===== config.mk =====
export PLATFORM = sky130hd
export DESIGN_NAME = game_ctrl
export DESIGN_NICKNAME = d
export VERILOG_FILES = /design/src/rtl/game_ctrl.sv
export SDC_FILE = /design/constraint.sdc
export NUM_CORES = 1
export LEC_CHECK = 0
export ABC_CLOCK_PERIOD_IN_PS = 6000
export BUFFER_PORTS_ARGS = -buffer_cell sky130_fd_sc_hd__buf_4
export CAP_MARGIN = 25
export CORE_UTILIZATION = 63
export DETAILED_ROUTE_END_ITERATION = 10
export PLACE_DENSITY_LB_ADDON = 0.1
export SLEW_MARGIN = 20
export SYNTH_ARGS = -nofsm -noshare
export SYNTH_HDL_FRONTEND = slang
export SYNTH_SLANG_ARGS = --single-unit

===== constraint.sdc =====
create_clock -name clk_100MHz -period 6 [get_ports clk_100MHz]
set_clock_uncertainty 0.15 [all_clocks]
set_input_delay 0.3 -clock clk_100MHz [delete_from_list [all_inputs] [get_ports clk_100MHz]]
set_output_delay 0.3 -clock clk_100MHz [all_outputs]
set_load 0.05 [all_outputs]

===== src/rtl/game_ctrl.sv =====
// Flappy-style game controller: flap synchronizer/debouncer, play-state FSM, scoring.
// Define GAME_CTRL_HIGH_SCORE_EN to keep a session best_score; otherwise best_score is 0.
module game_ctrl #(
  parameter int unsigned DEBOUNCE_CYCLES = 1000000,
  parameter int unsigned SCORE_W         = 8,
  parameter int unsigned DEATH_FRAMES    = 30,
  parameter int unsigned LOCKOUT_FRAMES  = 60
) (
  input  logic               clk_100MHz,
  input  logic               reset,
  input  logic               flap,
  input  logic               frame_tick,
  input  logic               collision,
  input  logic               pipe_passed,
  output logic               flap_pulse,
  output logic               game_start,
  output logic               playing,
  output logic               game_over,
  output logic [1:0]         state,
  output logic [SCORE_W-1:0] score,
  output logic [SCORE_W-1:0] best_score
);

  localparam int unsigned DbW  = $clog2(DEBOUNCE_CYCLES + 1);
  localparam int unsigned FrzW = $clog2(DEATH_FRAMES + 1);
  localparam int unsigned LckW = $clog2(LOCKOUT_FRAMES + 1);

  localparam logic [DbW-1:0]     DbLast   = DbW'(DEBOUNCE_CYCLES - 1);
  localparam logic [FrzW-1:0]    FrzInit  = FrzW'(DEATH_FRAMES);
  localparam logic [LckW-1:0]    LckInit  = LckW'(LOCKOUT_FRAMES);
  localparam logic [SCORE_W-1:0] ScoreMax = '1;

  typedef enum logic [1:0] {
    StIdle    = 2'd0,
    StPlaying = 2'd1,
    StDying   = 2'd2,
    StOver    = 2'd3
  } state_e;

  logic           flap_meta_q, flap_sync_q;
  logic           db_level_q, db_prev_q, flap_pulse_q;
  logic [DbW-1:0] db_cnt_q;

  // Debounced level flips only after DEBOUNCE_CYCLES consecutive disagreeing samples.
  always_ff @(posedge clk_100MHz or posedge reset) begin
    if (reset) begin
      flap_meta_q  <= 1'b0;
      flap_sync_q  <= 1'b0;
      db_level_q   <= 1'b0;
      db_prev_q    <= 1'b0;
      flap_pulse_q <= 1'b0;
      db_cnt_q     <= '0;
    end else begin
      flap_meta_q  <= flap;
      flap_sync_q  <= flap_meta_q;
      db_prev_q    <= db_level_q;
      flap_pulse_q <= db_level_q & ~db_prev_q;
      if (flap_sync_q == db_level_q) begin
        db_cnt_q <= '0;
      end else if (db_cnt_q == DbLast) begin
        db_level_q <= flap_sync_q;
        db_cnt_q   <= '0;
      end else begin
        db_cnt_q <= db_cnt_q + 1'b1;
      end
    end
  end

  state_e            state_q, state_d;
  logic [SCORE_W-1:0] score_q, score_d;
  logic [FrzW-1:0]   freeze_q, freeze_d;
  logic [LckW-1:0]   lock_q, lock_d;
`ifdef GAME_CTRL_HIGH_SCORE_EN
  logic [SCORE_W-1:0] best_q, best_d;
`endif

  always_comb begin
    state_d  = state_q;
    score_d  = score_q;
    freeze_d = freeze_q;
    lock_d   = lock_q;
`ifdef GAME_CTRL_HIGH_SCORE_EN
    best_d   = best_q;
`endif
    unique case (state_q)
      StIdle: begin
        score_d = '0;
        if (flap_pulse_q) state_d = StPlaying;
      end
      StPlaying: begin
        // Collision takes priority over a simultaneous pipe_passed.
        if (collision) begin
          state_d  = StDying;
          freeze_d = FrzInit;
        end else if (pipe_passed && (score_q != ScoreMax)) begin
          score_d = score_q + 1'b1;
        end
      end
      StDying: begin
        if (frame_tick) begin
          freeze_d = freeze_q - 1'b1;
          if (freeze_q <= FrzW'(1)) begin
            state_d = StOver;
            lock_d  = LckInit;
`ifdef GAME_CTRL_HIGH_SCORE_EN
            if (score_q > best_q) best_d = score_q;
`endif
          end
        end
      end
      StOver: begin
        if (frame_tick && (lock_q != '0)) lock_d = lock_q - 1'b1;
        if (flap_pulse_q && (lock_q == '0)) begin
          state_d = StIdle;
          score_d = '0;
        end
      end
      default: state_d = StIdle;
    endcase
  end

  always_ff @(posedge clk_100MHz or posedge reset) begin
    if (reset) begin
      state_q  <= StIdle;
      score_q  <= '0;
      freeze_q <= '0;
      lock_q   <= '0;
    end else begin
      state_q  <= state_d;
      score_q  <= score_d;
      freeze_q <= freeze_d;
      lock_q   <= lock_d;
    end
  end

`ifdef GAME_CTRL_HIGH_SCORE_EN
  always_ff @(posedge clk_100MHz or posedge reset) begin
    if (reset) best_q <= '0;
    else       best_q <= best_d;
  end
  assign best_score = best_q;
`else
  assign best_score = '0;
`endif

  assign flap_pulse = flap_pulse_q;
  assign state      = state_q;
  assign score      = score_q;
  assign game_start = (state_q != StIdle);
  assign playing    = (state_q == StPlaying);
  assign game_over  = (state_q == StOver);

endmodule


== Yosys cells after proc, flatten, opt, wreduce, memory -nomap -nowiden ==
Cells that the tools add are included.

* Bits in read-only memories: 0
* Memories kept: 0
* Bits of input ports: 6
* Latch bits: 0
* Bits in writable memories: 0
* Bits in registers: 46
* Output and inout port bits: 22

* $mul: 0
* Multiplexer cells: 19
* Divide/modulo/power cells: 0
* Eq/ne operators: 14
* Reductions and logical operators: 15
* $lt $le $gt $ge: 1
* Add/sub/neg operators: 4
* Bitwise operators: 3
* Shifts and indexed selects: 0

{| class="wikitable"
|+ Operators by type and width
! operator !! count
|-
| 2-to-1 mux 20 bit || 2
|-
| 2-to-1 mux 8 bit || 3
|-
| one-hot mux 8 bit (3 select lines) || 1
|-
| adder 20 x 1 -> 20 bit (second input constant) || 1
|-
| == test 20 bit (second input constant) || 1
|-
| 2-to-1 mux 6 bit || 3
|-
| one-hot mux 6 bit (2 select lines) || 1
|-
| 2-to-1 mux 2 bit || 5
|-
| 2-to-1 mux 5 bit || 2
|-
| != test 2 bit (second input constant) || 5
|-
| one-hot mux 5 bit (2 select lines) || 1
|-
| adder 8 x 1 -> 8 bit (second input constant) || 1
|-
| != test 8 bit (second input constant) || 1
|-
| one-hot mux 2 bit (4 select lines) || 1
|-
| AND reduction 4 bit || 2
|-
| zero test 6 bit || 1
|-
| != test 2 x 1 -> 1 bit (second input constant) || 3
|-
| nonzero test 2 bit || 3
|-
| nonzero test 6 bit || 1
|-
| subtractor 6 x 1 -> 6 bit (second input constant) || 1
|-
| less-or-equal comparator 5 x 1 -> 1 bit (second input constant) || 1
|-
| AND reduction 5 bit || 1
|-
| subtractor 5 x 1 -> 5 bit (second input constant) || 1
|-
| == test 2 bit (second input constant) || 2
|-
| 9 further kinds || 12
|}

== Depth between registers and ports, before layout ==
* Depth in word-level cells: 5
* Mapped depth: 7
* Depth with buffers taken out: 6

== Worst setup path after synthesis ==
Ideal clock, no wire load.

* Kind: register to register
* Start point: reg state_q[1], in the netlist state[1]
* End point: reg state_q[1], in the netlist state[1]
* Setup slack: 3264 ps
* Data arrival time: 2462 ps
* Cell stages (with the launch flop): 7
* Library setup time: 125 ps
* Period minus slack after synthesis: 2736 ps
* Path through: dfrtp_1 -> ha_1 -> inv_1 -> a31oi_1 -> clkbuf_1 -> a211o_1 -> mux2_2

* Longest elaborated chain between the ends: 3

{| class="wikitable"
|+ Ends and longest elaborated chain
! element !! RTL line !! source
|-
| from (decl) || 69 || <nowiki>state_e state_q, state_d;</nowiki>
|-
| from (signal assigned) || 124 || <nowiki>state_q <= StIdle;</nowiki>
|-
| from (signal assigned) || 129 || <nowiki>state_q <= state_d;</nowiki>
|-
| == test 2 bit * || -- ||
|-
| net game_over || 18 || <nowiki>output logic game_over,</nowiki>
|-
| != test 2 x 1 -> 1 bit (no source line) || -- ||
|-
| AND reduction 5 bit (no source line) || -- ||
|}

The timed path passes the listed nets; every way through them passes the cells marked *.
A chain may end at the register's enable or synchronous reset.

== Worst setup path in the final report ==
* Start point: reg state_q[1], in the netlist state[1]
* End point: reg score_q[2], in the netlist score[2]

* Longest elaborated chain between the ends: 3

{| class="wikitable"
|+ Ends and longest elaborated chain
! element !! RTL line !! source
|-
| == test 2 x 1 -> 1 bit, or another cell as far along || 85 || <nowiki>unique case (state_q)</nowiki>
|-
| != test 2 x 1 -> 1 bit (no source line), or another cell as far along || -- ||
|-
| AND reduction 4 bit (no source line) || -- ||
|-
| to (signal assigned) || 130 || <nowiki>score_q <= score_d;</nowiki>
|-
| to (decl) || 70 || <nowiki>logic [SCORE_W-1:0] score_q, score_d;</nowiki>
|}

Several ways; a longest one is shown, not always the timed one.

==> metrics.cfg <==
[power]
pwr-share-clk_pct=20.6
p_seq_share_pct=36.6
leakage_nw=1.28
p_int_uw=646
swShare_pct=42.7
ir_drop_v=0.000227
p_switching_uw=482
pwr-share-comb_pct=42.8
power_density_mw_per_mm2=382
p_total_mw=1.13

[layout]
nets=320
syn_to_final_growth_pct=11.4
antenna_cells=0
design_area_sq_mm=0.00295
utilization_pct=73.2
final_layout_size_suffix_gt1_share_pct=13.2

[setup_path]
crit_arrival_ns=2.67
startpoint=state[1]
slowest_stage=nor4_2
max_stage_delay_ns=0.71
crit_path_max_fanout=16
r2r_start=state[1]
cp-end-kind=flop
crit_type=flop to flop
r2r-end=score[2]
crit_end=score[2]
r2r_setup_slack_ns=3.34
reg2reg_depth=6
start_kind=flop
path_cells=inv_1, ha_1, nand2_1, nor4_2, or4b_1, o21ai_0
cp_data_required_time_ns=6.01

[cts]
post_cts_buffers=0
clk_pin_slew_ns=0.09
cts_max_level=2
cts_resized=0
cts-root-buf=clkbuf_8
cts_tree=built
insertion_delay_ns=0.30
cts_sinks=46
cts.path.max_buffers=2
numCtsBuffers=5
cts_hold_buf=1

[sta]
drv_slew=0
period_minus_slack_ns=2.66
setup_tns_ns=0
setup_viol=0
max_freq_ghz=0.377
grt_setup_unrepaired=no
worst_slew_pin_slew_ns=1.02
finalHoldViolations=0
fin_crit_sh_pct=44.3
slew_headroom_pct=31.9

[synthesis]
ys_seq_area_share_pct=43.5
post-synth-top-area-cell=dfrtp_1
synth_top_area_share_pct=43.5
ys.flop_type=dfrtp_1
synth_seq_cells=46
synth_cell_types=52
ys_top_cells_by_area=dfrtp_1, ha_1, o21ai_0
ys.warnings.count=0
ys_async_sr_fraction_pct=100
avgSynthCellArea_sq_um=9.39
syn_area_sq_mm=0.00265
syn-instance-count=282
synth_edf_count=0

[detailed_routing]
wirelength_mm=5.60
wl_per_cell_um=15.8
drt-pass1-iter-count=4
ant_nets=0
drc=0
drtIter0Drc=164
viasPerCell=6.16
vias=2181

[global_routing]
antenna_found_initial=0
grt_pass1_wl_mm=9.17
grt.overflow.total=0
grt_max_degree=47
grt_pass1_vias=2063
grt.total_usage_pct=27.3

[floorplan]
floorplan.rows=23
dieArea_sq_mm=0.00447
coreArea_sq_mm=0.00403
die_width_um=66.8
boundaryPins=28
fp.dieH_um=66.8
initial_core_util_pct=65.7

[place]
hpwl_mm=3.75
place_congestion=0.927
numPortBuffers=19
place_area_sq_mm=0.00280

[job]
cap_violations=0

[status]
status=completed

[min_path]
hp-class=flop to flop

==> sequential cells by signal (all words and copies together) (netlist names) <==
| name | flops |
|---|---|
| db_level_q | 1 |
| flap_sync_q | 1 |
| state | 2 |
| lock_q | 6 |
| flap_pulse | 1 |
| score | 8 |
| db_cnt_q | 20 |
| db_prev_q | 1 |
| freeze_q | 5 |
| flap_meta_q | 1 |
==> layout make-up <==
type | count | area, sq um
clock inverter | 2 | 37.5
sequential | 46 | 1150
inverter | 15 | 56.3
timing repair buffer | 23 | 190
multi-input combinational | 212 | 1380
clock buffer | 6 | 72.6
tap | 50 | 62.6
fill | 304 | 1080
==> through the flow <==
stage / setup slack, ns / instances / hold WS, ns
2_1_floorplan: 3.26 / 289 / 0.181
3_3_place_gp: 3.54 / 343 / 0.184
3_5_place_dp: 3.44 / 343 / 0.185
4_1_cts: 3.40 / 352 / 0.0900
5_1_grt: 3.21 / 354 / 0.216
6_report: 3.34 / 354 / 0.201
==> layer usage <==
layer / GRT usage, % / part of all wire [%] / up-vias
li1: - / - / 1058
met1: 33.9 / 43 / 1056
met3: 4.97 / 3.9 / 8
met5: 0 / 0 / -
met2: 45.7 / 51 / 59
met4: 12.5 / 1.6 / 0
==> power by group through the flow <==
stage	registers (mW)	clock network [mW]	logic, mW
2_1_floorplan	0.447	0	0.329
3_3_place_gp	0.413	0	0.459
3_5_place_dp	0.416	0	0.474
4_1_cts	0.411	0.234	0.479
5_1_grt	0.419	0.248	0.527
6_report	0.413	0.232	0.483
==> critical path: cells and delay by family (launching register included) <==
kind	cells	cell delay [ns]
buf+inv	1	0.12
flops	1	0.45
compound gates	1	0.15
simple gates	3	1.18
fa+ha+maj	1	0.47
==> synth_stat cells (4+ instances only) <==
library cell and instances:
a21oi_1 14, a31oi_1 6, and2_1 4, and3_1 5, buf_4 8, clkbuf_1 7, dfrtp_1 46, ha_1 11
inv_1 15, nand2_1 19, nand2b_1 6, nand3_1 15, nor2_1 18, nor3_1 7, o21ai_0 20, o31ai_1 8
o41ai_1 5, or3_1 4, xnor2_1 4, xor2_1 9
==> worst min-delay path by stage <==
stage	slack, ns	from	end	cells past startpoint
after global placement	0.18	flap_meta_q	flap_sync_q	0
after global routing	0.22	collision	freeze_q[4]	3
after detailed placement	0.18	flap_meta_q	flap_sync_q	0
final	0.20	flap_meta_q	flap_sync_q	0
after CTS	0.09	reset	db_cnt_q[16]	2
after floorplan	0.18	flap_meta_q	flap_sync_q	0
==> cells by family after synthesis <==
logic type	share of synthesized area, %
adders and majority gates	5.20
muxes	1.61
and+or+nand+nor	23.2
DFF	43.5
buffers and inverters	5.58
xor gates and xnor gates	4.30
AOI/OAI and AO/OA	16.5
other	0.142
==> cell usage in the layout (no fill, tap or decap), drive strengths merged, types with 3 or more instances in the layout <==
cell    netlist  final
conb          1      8
o41ai         5      5
nor3          7      7
nand3        16     16
ha           11     11
nor2b         3      3
xor2          9      9
nand2        19     19
or3           4      4
o21a          3      3
or4           4      4
o31ai         8      8
nor2         18     18
nand4         4      4
and3          5      5
clkbuf        8      6
and2          4      4
xnor2         4      4
o21ai        20     20
a21oi        14     14
nand2b        6      6
a31oi         6      6
inv          15     15
dfrtp        46     46
and4          3      3
nor4          5      5
buf           8     21
(Power assumes the default switching activity.)
